## src/rtl/alu_pkg.sv

```systemverilog
// Shared definitions for the ALU issue front-end.
//   FN_*    : request function codes seen on in_func
//   OP_*    : 4-bit operation encoding understood by the external ALU
//   dec_t   : decode result {illegal, op}
//   decode(): maps a function code to dec_t; illegal codes give OP_ADD
package alu_pkg;

  localparam logic [3:0] FN_ADD   = 4'd0;
  localparam logic [3:0] FN_SUB   = 4'd1;
  localparam logic [3:0] FN_RSUB  = 4'd2;
  localparam logic [3:0] FN_AND   = 4'd3;
  localparam logic [3:0] FN_OR    = 4'd4;
  localparam logic [3:0] FN_XOR   = 4'd5;
  localparam logic [3:0] FN_PASSB = 4'd6;
  localparam logic [3:0] FN_ANDN  = 4'd7;
  localparam logic [3:0] FN_ORN   = 4'd8;
  localparam logic [3:0] FN_XNOR  = 4'd9;
  localparam logic [3:0] FN_NOTB  = 4'd10;

  localparam logic [3:0] OP_ADD   = 4'b0000;
  localparam logic [3:0] OP_SUB   = 4'b0110;
  localparam logic [3:0] OP_RSUB  = 4'b0101;
  localparam logic [3:0] OP_AND   = 4'b1000;
  localparam logic [3:0] OP_OR    = 4'b1001;
  localparam logic [3:0] OP_XOR   = 4'b1100;
  localparam logic [3:0] OP_PASSB = 4'b1101;
  localparam logic [3:0] OP_ANDN  = 4'b1010;
  localparam logic [3:0] OP_ORN   = 4'b1011;
  localparam logic [3:0] OP_XNOR  = 4'b1110;
  localparam logic [3:0] OP_NOTB  = 4'b1111;

  typedef struct packed {
    logic       illegal;
    logic [3:0] op;
  } dec_t;

  // Illegal codes still produce a defined op (ADD) so the ALU never sees
  // an unassigned encoding; the result is discarded downstream.
  function automatic dec_t decode(input logic [3:0] func);
    dec_t d;
    d.illegal = 1'b0;
    d.op      = OP_ADD;
    case (func)
      FN_ADD:   d.op = OP_ADD;
      FN_SUB:   d.op = OP_SUB;
      FN_RSUB:  d.op = OP_RSUB;
      FN_AND:   d.op = OP_AND;
      FN_OR:    d.op = OP_OR;
      FN_XOR:   d.op = OP_XOR;
      FN_PASSB: d.op = OP_PASSB;
      FN_ANDN:  d.op = OP_ANDN;
      FN_ORN:   d.op = OP_ORN;
      FN_XNOR:  d.op = OP_XNOR;
      FN_NOTB:  d.op = OP_NOTB;
      default:  d.illegal = 1'b1;
    endcase
    return d;
  endfunction

endpackage

```

## src/rtl/alu_result_fifo.sv

```systemverilog
// Result buffer between the ALU capture stage and writeback.
//   clk, rst_n : clock, asynchronous active-low reset
//   push       : write push_data at the tail (ignored when full)
//   push_data  : W-bit payload
//   pop        : drop the head entry (ignored when empty)
//   head       : payload at the head (meaningful only when count != 0)
//   count      : number of stored entries, 0..DEPTH
module alu_result_fifo
  import alu_pkg::*;
#(
  parameter int DEPTH = 4,
  parameter int W     = 38
) (
  input  logic                     clk,
  input  logic                     rst_n,
  input  logic                     push,
  input  logic [W-1:0]             push_data,
  input  logic                     pop,
  output logic [W-1:0]             head,
  output logic [$clog2(DEPTH):0]   count
);

  localparam int AW = $clog2(DEPTH);
  localparam logic [AW:0]   CNT_ONE = (AW+1)'(1);
  localparam logic [AW:0]   CNT_MAX = (AW+1)'(DEPTH);
  localparam logic [AW-1:0] PTR_ONE = AW'(1);

  logic [W-1:0]  mem [DEPTH];
  logic [AW-1:0] wr_ptr;
  logic [AW-1:0] rd_ptr;
  logic          do_push;
  logic          do_pop;

  assign do_push = push && (count != CNT_MAX);
  assign do_pop  = pop  && (count != '0);
  assign head    = mem[rd_ptr];

  // Pointers wrap naturally because DEPTH is a power of two.
  always_ff @(posedge clk or negedge rst_n) begin
    if (!rst_n) begin
      wr_ptr <= '0;
      rd_ptr <= '0;
      count  <= '0;
    end else begin
      if (do_push) wr_ptr <= wr_ptr + PTR_ONE;
      if (do_pop)  rd_ptr <= rd_ptr + PTR_ONE;
      case ({do_push, do_pop})
        2'b10:   count <= count + CNT_ONE;
        2'b01:   count <= count - CNT_ONE;
        default: count <= count;
      endcase
    end
  end

  // Storage needs no reset; the head is only looked at when count != 0.
  always_ff @(posedge clk) begin
    if (do_push) mem[wr_ptr] <= push_data;
  end

endmodule

```

## src/rtl/alu_issue.sv

```systemverilog
// Issue/writeback front-end for the external 32-bit combinational ALU.
//   clk, rst_n           : clock, asynchronous active-low reset
//   in_valid/in_ready    : request handshake; in_func/in_a/in_b/in_tag payload
//   alu_a/alu_b/alu_op   : registered operands and op to the ALU
//   alu_result           : combinational ALU result for the current alu_* inputs
//   out_valid/out_ready  : result handshake from the FIFO head
//   out_result/out_zero/out_err/out_tag : head payload (0/1/0/0 when empty)
module alu_issue
  import alu_pkg::*;
#(
  parameter int DEPTH = 4,
  parameter int TAG_W = 4
) (
  input  logic             clk,
  input  logic             rst_n,
  input  logic             in_valid,
  output logic             in_ready,
  input  logic [3:0]       in_func,
  input  logic [31:0]      in_a,
  input  logic [31:0]      in_b,
  input  logic [TAG_W-1:0] in_tag,
  output logic [31:0]      alu_a,
  output logic [31:0]      alu_b,
  output logic [3:0]       alu_op,
  input  logic [31:0]      alu_result,
  output logic             out_valid,
  input  logic             out_ready,
  output logic [31:0]      out_result,
  output logic             out_zero,
  output logic             out_err,
  output logic [TAG_W-1:0] out_tag
);

  localparam int CW = $clog2(DEPTH) + 1;
  localparam int PW = 32 + 2 + TAG_W;
  localparam logic [CW:0] OCC_LIMIT = (CW+1)'(DEPTH);

  dec_t             dec;
  logic             accept;
  logic             s1_valid;
  logic             s1_illegal;
  logic [TAG_W-1:0] s1_tag;
  logic [31:0]      s1_res;
  logic [PW-1:0]    push_data;
  logic [PW-1:0]    head;
  logic [CW-1:0]    fifo_count;
  logic [CW:0]      occupancy;
  logic             pop;

  logic [31:0]      head_result;
  logic             head_zero;
  logic             head_err;
  logic [TAG_W-1:0] head_tag;

  assign dec = decode(in_func);

  // Counting the stage-1 entry reserves its FIFO slot in advance, so a push
  // can never meet a full FIFO and in_ready stays purely registered.
  assign occupancy = {1'b0, fifo_count} + {{CW{1'b0}}, s1_valid};
  assign in_ready  = occupancy < OCC_LIMIT;
  assign accept    = in_valid && in_ready;

  always_ff @(posedge clk or negedge rst_n) begin
    if (!rst_n) begin
      s1_valid   <= 1'b0;
      s1_illegal <= 1'b0;
      s1_tag     <= '0;
      alu_a      <= '0;
      alu_b      <= '0;
      alu_op     <= OP_ADD;
    end else begin
      s1_valid <= accept;
      if (accept) begin
        s1_illegal <= dec.illegal;
        s1_tag     <= in_tag;
        alu_a      <= in_a;
        alu_b      <= in_b;
        alu_op     <= dec.op;
      end
    end
  end

  assign s1_res    = s1_illegal ? 32'd0 : alu_result;
  assign push_data = {s1_res, (s1_res == 32'd0), s1_illegal, s1_tag};
  assign pop       = out_valid && out_ready;

  alu_result_fifo #(
    .DEPTH (DEPTH),
    .W     (PW)
  ) u_fifo (
    .clk       (clk),
    .rst_n     (rst_n),
    .push      (s1_valid),
    .push_data (push_data),
    .pop       (pop),
    .head      (head),
    .count     (fifo_count)
  );

  assign {head_result, head_zero, head_err, head_tag} = head;

  // Empty head reads as a zero result so out_zero stays consistent with it.
  assign out_valid  = (fifo_count != '0);
  assign out_result = out_valid ? head_result : 32'd0;
  assign out_zero   = out_valid ? head_zero   : 1'b1;
  assign out_err    = out_valid ? head_err    : 1'b0;
  assign out_tag    = out_valid ? head_tag    : '0;

endmodule

```

## config.mk

```make
export PLATFORM = sky130hd
export DESIGN_NAME = alu_issue
export DESIGN_NICKNAME = d
export VERILOG_FILES = /design/src/rtl/alu_pkg.sv /design/src/rtl/alu_result_fifo.sv /design/src/rtl/alu_issue.sv
export SDC_FILE = /design/constraint.sdc
export NUM_CORES = 1
export LEC_CHECK = 0
export BUFFER_PORTS_ARGS = -buffer_cell sky130_fd_sc_hd__clkbuf_2
export CAP_MARGIN = 10
export CORE_UTILIZATION = 45
export CTS_CLUSTER_DIAMETER = 50
export DETAILED_ROUTE_END_ITERATION = 8
export PLACE_DENSITY_LB_ADDON = 0.08
export SLEW_MARGIN = 20
export SYNTH_ARGS = -nofsm -noshare
export SYNTH_HDL_FRONTEND = slang
export SYNTH_SLANG_ARGS = --single-unit
```

## constraint.sdc

```tcl
create_clock -name clk -period 2.78 [get_ports clk]
set_clock_uncertainty 0.1 [all_clocks]
set_input_delay 0.139 -clock clk [delete_from_list [all_inputs] [get_ports clk]]
set_output_delay 0.139 -clock clk [all_outputs]
set_load 0.005 [all_outputs]
```

==> run metrics <==
buffers from clock root to sink, at most=3; crit-path max FO=19; adder-cell area share of the yosys netlist=0.008649; total detailed-routing wirelength=19970 µm; placed wire-length estimate=12140 µm; proportion of register bits with asynchronous set or reset after synthesis=0.3476; path depth of the worst reg2reg path=4; Pleak=5.285 nW; count of hold buffers inserted by post-cts repair=107; Die ar.=21800 µm²; classification of the worst setup path=register to primary output; largest family of logic cells by synthesized area=multiplexers; post-route ant nets=0; xor/xnor share of the synthesized area=0.007338; Vias per Instance=4.964; Hold/Removal Path Class=input port to register; RSZ-0062 raised after global routing=no; dominant register cell in the synthesized netlist=edfxtp_1; final critical-path share of the clock period=0.9230; multiplexer share of the synthesized area=0.1980; Achievable Freq=389.7 MHz; fraction of layout instances using a drive strength above 1=0.4526; CP startpoint kind=register; FF-to-FF End=alu_op[1]; element type at the critical path end=primary output; share of Yosys cell area claimed by the top area cell type=0.4781; status=completed; per-instance average area after synthesis=19.29 µm²; area grow syn2layout=35.41%; number of failing hold endpoints at the final stage=0; number of global-route vias before repair=6197; flop2flop setup slack=0.60 ns; placeable core region=20490 µm²; number of maximum-capacitance constraint violations=0; combined area of all synthesized cells=9548 µm²; compound-gate portion of the synthesized area=0.007732; starting utilization of the core area=0.4659; final sum of negative setup slack=0 ns; leading cell types by total area after synthesis=edfxtp_1 (48%), dfrtp_1 (21%), mux2_4 (9.0%); die boundary height=147.7 µm; wire length of the first global-routing pass=32040 µm; aggregate global-route resource usage=0.1887; clock sink count=233; total number of nets in the final design=949; Final setup violation count=0; Post-synth EDFFs=152; number of design rule violations left after detail routing=0; headroom to the max-slew limit=0.4530; length of the first detailed-routing pass in iterations=6; min Tclk post-route=2.566 ns; number of gates resized after cts=0; WP data arrival=2.33 ns; violation count after the first detailed-routing iteration=240; number of placement rows=52; IO buf count=215; Die W=147.7 µm; Netlist cell types=33; IR Drop Worst-Case VDD=0.0008281 V; gp weighted congestion=0.7276; Ports=216; cell area after placement=10970 µm²; worst-skew pair later-pin latency=0.51 ns; Required @ worst endpoint=2.54 ns; H-tree lvl count=1; Power per Cell Area=1045 nW/µm²; clock tree from TritonCTS=done; final routed wire length divided by cell count=17.75 µm; cell with the most instances after synthesis=edfxtp_1; maximum number of pins on one net before global-route repair=60; transition time at the pin with the least slew margin=0.8205 ns; fill cell instance count of the final layout=1513; proportion of synthesized chip area in sequential cells=0.6903; leading post-synthesis cells by instance count=edfxtp_1 (152), dfrtp_1 (81), mux2_4 (57); number of diodes added for antenna fixing=0; HP Start=in_func[1]; worst-case hold path end point=alu_op[2]; number of setup buffers added after CTS=0; cell accounting for the most synthesized area=edfxtp_1; number of warning messages in the yosys log=0; number of pins exceeding their max-slew limit in the final report=0; count of cells along the worst hold path=4; clock tree root buffer cell=clkbuf_16; number of antenna violations at the first check in global routing=0; count of state elements after synthesis=233; via count=5584; number of instances in the synthesized netlist=495; startpoint of the worst register-to-register path=u_fifo.count[0]; remaining global-route overflow=0; crit path from=u_fifo.rd_ptr[0]; post-route cell area=12930 µm²; clock-pin slew on the worst setup and hold paths=0.06 ns; net count of the mapped netlist=609; Simple-Gate Fraction of Synth Area=0.06107; total clock buffers created by CTS=26
==> power by group <==
part | switching (W) | internal [W]
registers | 0.000572 | 0.00488
logic | 0.00195 | 0.00262
clock network | 0.00133 | 0.00217
==> routing by layer <==
layer	vias up	track usage	wire, µm
li1	2557	-	-
met2	192	0.3361	10130
met5	-	0	0
met4	0	0.04433	321
met1	2808	0.2344	8245
met3	27	0.04136	1270
==> kinds of logic (layout without fill, tap and decap cells) <==
kind of cell,Yosys count,in the layout
XOR/XNOR,8,8
multiplexers,111,111
flip-flops,233,233
buffers and inverters,33,393
AO/OA/AOI/OAI,11,11
AND/OR/NAND/NOR,93,93
adder cells (fa/ha/maj),6,6
==> sequential cells by signal, indices dropped and copies added (netlist names), 2 cells and up <==
name           cells
u_fifo.mem       152
alu_a             32
alu_b             32
alu_op             4
s1_tag             4
u_fifo.count       3
u_fifo.rd_ptr      2
u_fifo.wr_ptr      2
==> critical path, stage by stage (launching register included) <==
cell and delay, ns:
dfrtp_2 0.66, buf_12 0.27, mux4_2 0.50, or2_1 0.25
clkbuf_2 0.12
==> cells in the final DEF (no fill, tap or decap), types with 4 or more instances in the layout <==
cell type / instances
mux2_4: 57
dlygate4sd3_1: 107
inv_1: 9
clkbuf_16: 29
clkbuf_2: 214
mux4_2: 38
edfxtp_1: 152
clkbuf_1: 6
and2_1: 38
a21oi_1: 4
and2_2: 4
mux2_2: 15
nor2b_1: 33
xnor2_1: 5
nor4_1: 8
dfrtp_1: 79
buf_12: 9
clkinv_2: 5
buf_4: 6
ha_1: 5
==> worst max path at each step <==
| stage | slack, ns | endpoint | cells past startpoint |
|---|---|---|---|
| 6_report | 0.21 | out_zero | 4 |
| 5_1_grt | 0.04 | out_result[4] | 4 |
| 3_3_place_gp | 0.67 | out_zero | 4 |
| 2_1_floorplan | 0.53 | u_fifo.mem[0][0] | 3 |
| 3_5_place_dp | 0.65 | alu_b[1] | 4 |
| 4_1_cts | 0.14 | out_zero | 4 |
==> cell type report <==
class	instances	area (µm²)	share of cell area
sequential	233	6594	0.5100
tap	270	337.8	0.02613
clock buffer	35	748.2	0.05787
timing repair buffer	336	2367	0.1831
inverter	9	33.78	0.002613
multi-input combinational	229	2705	0.2092
clock inverter	13	142.6	0.01103
==> metrics by stage <==
step	setup WS, ns	total power [W]	utilization	hold slack [ns]	instances
after CTS	0.1421	0.01369	0.6308	0.02069	1125
after global placement	0.6735	0.009910	0.5351	0.1566	970
after detailed placement	0.6478	0.01002	0.5351	0.1660	970
final	0.2141	0.01352	0.6308	0.03701	1125
after floorplan	0.5272	0.008274	-	-0.2566	495
after global routing	0.03754	0.01426	0.6308	0.02708	1125
(Power assumes the default switching activity.)
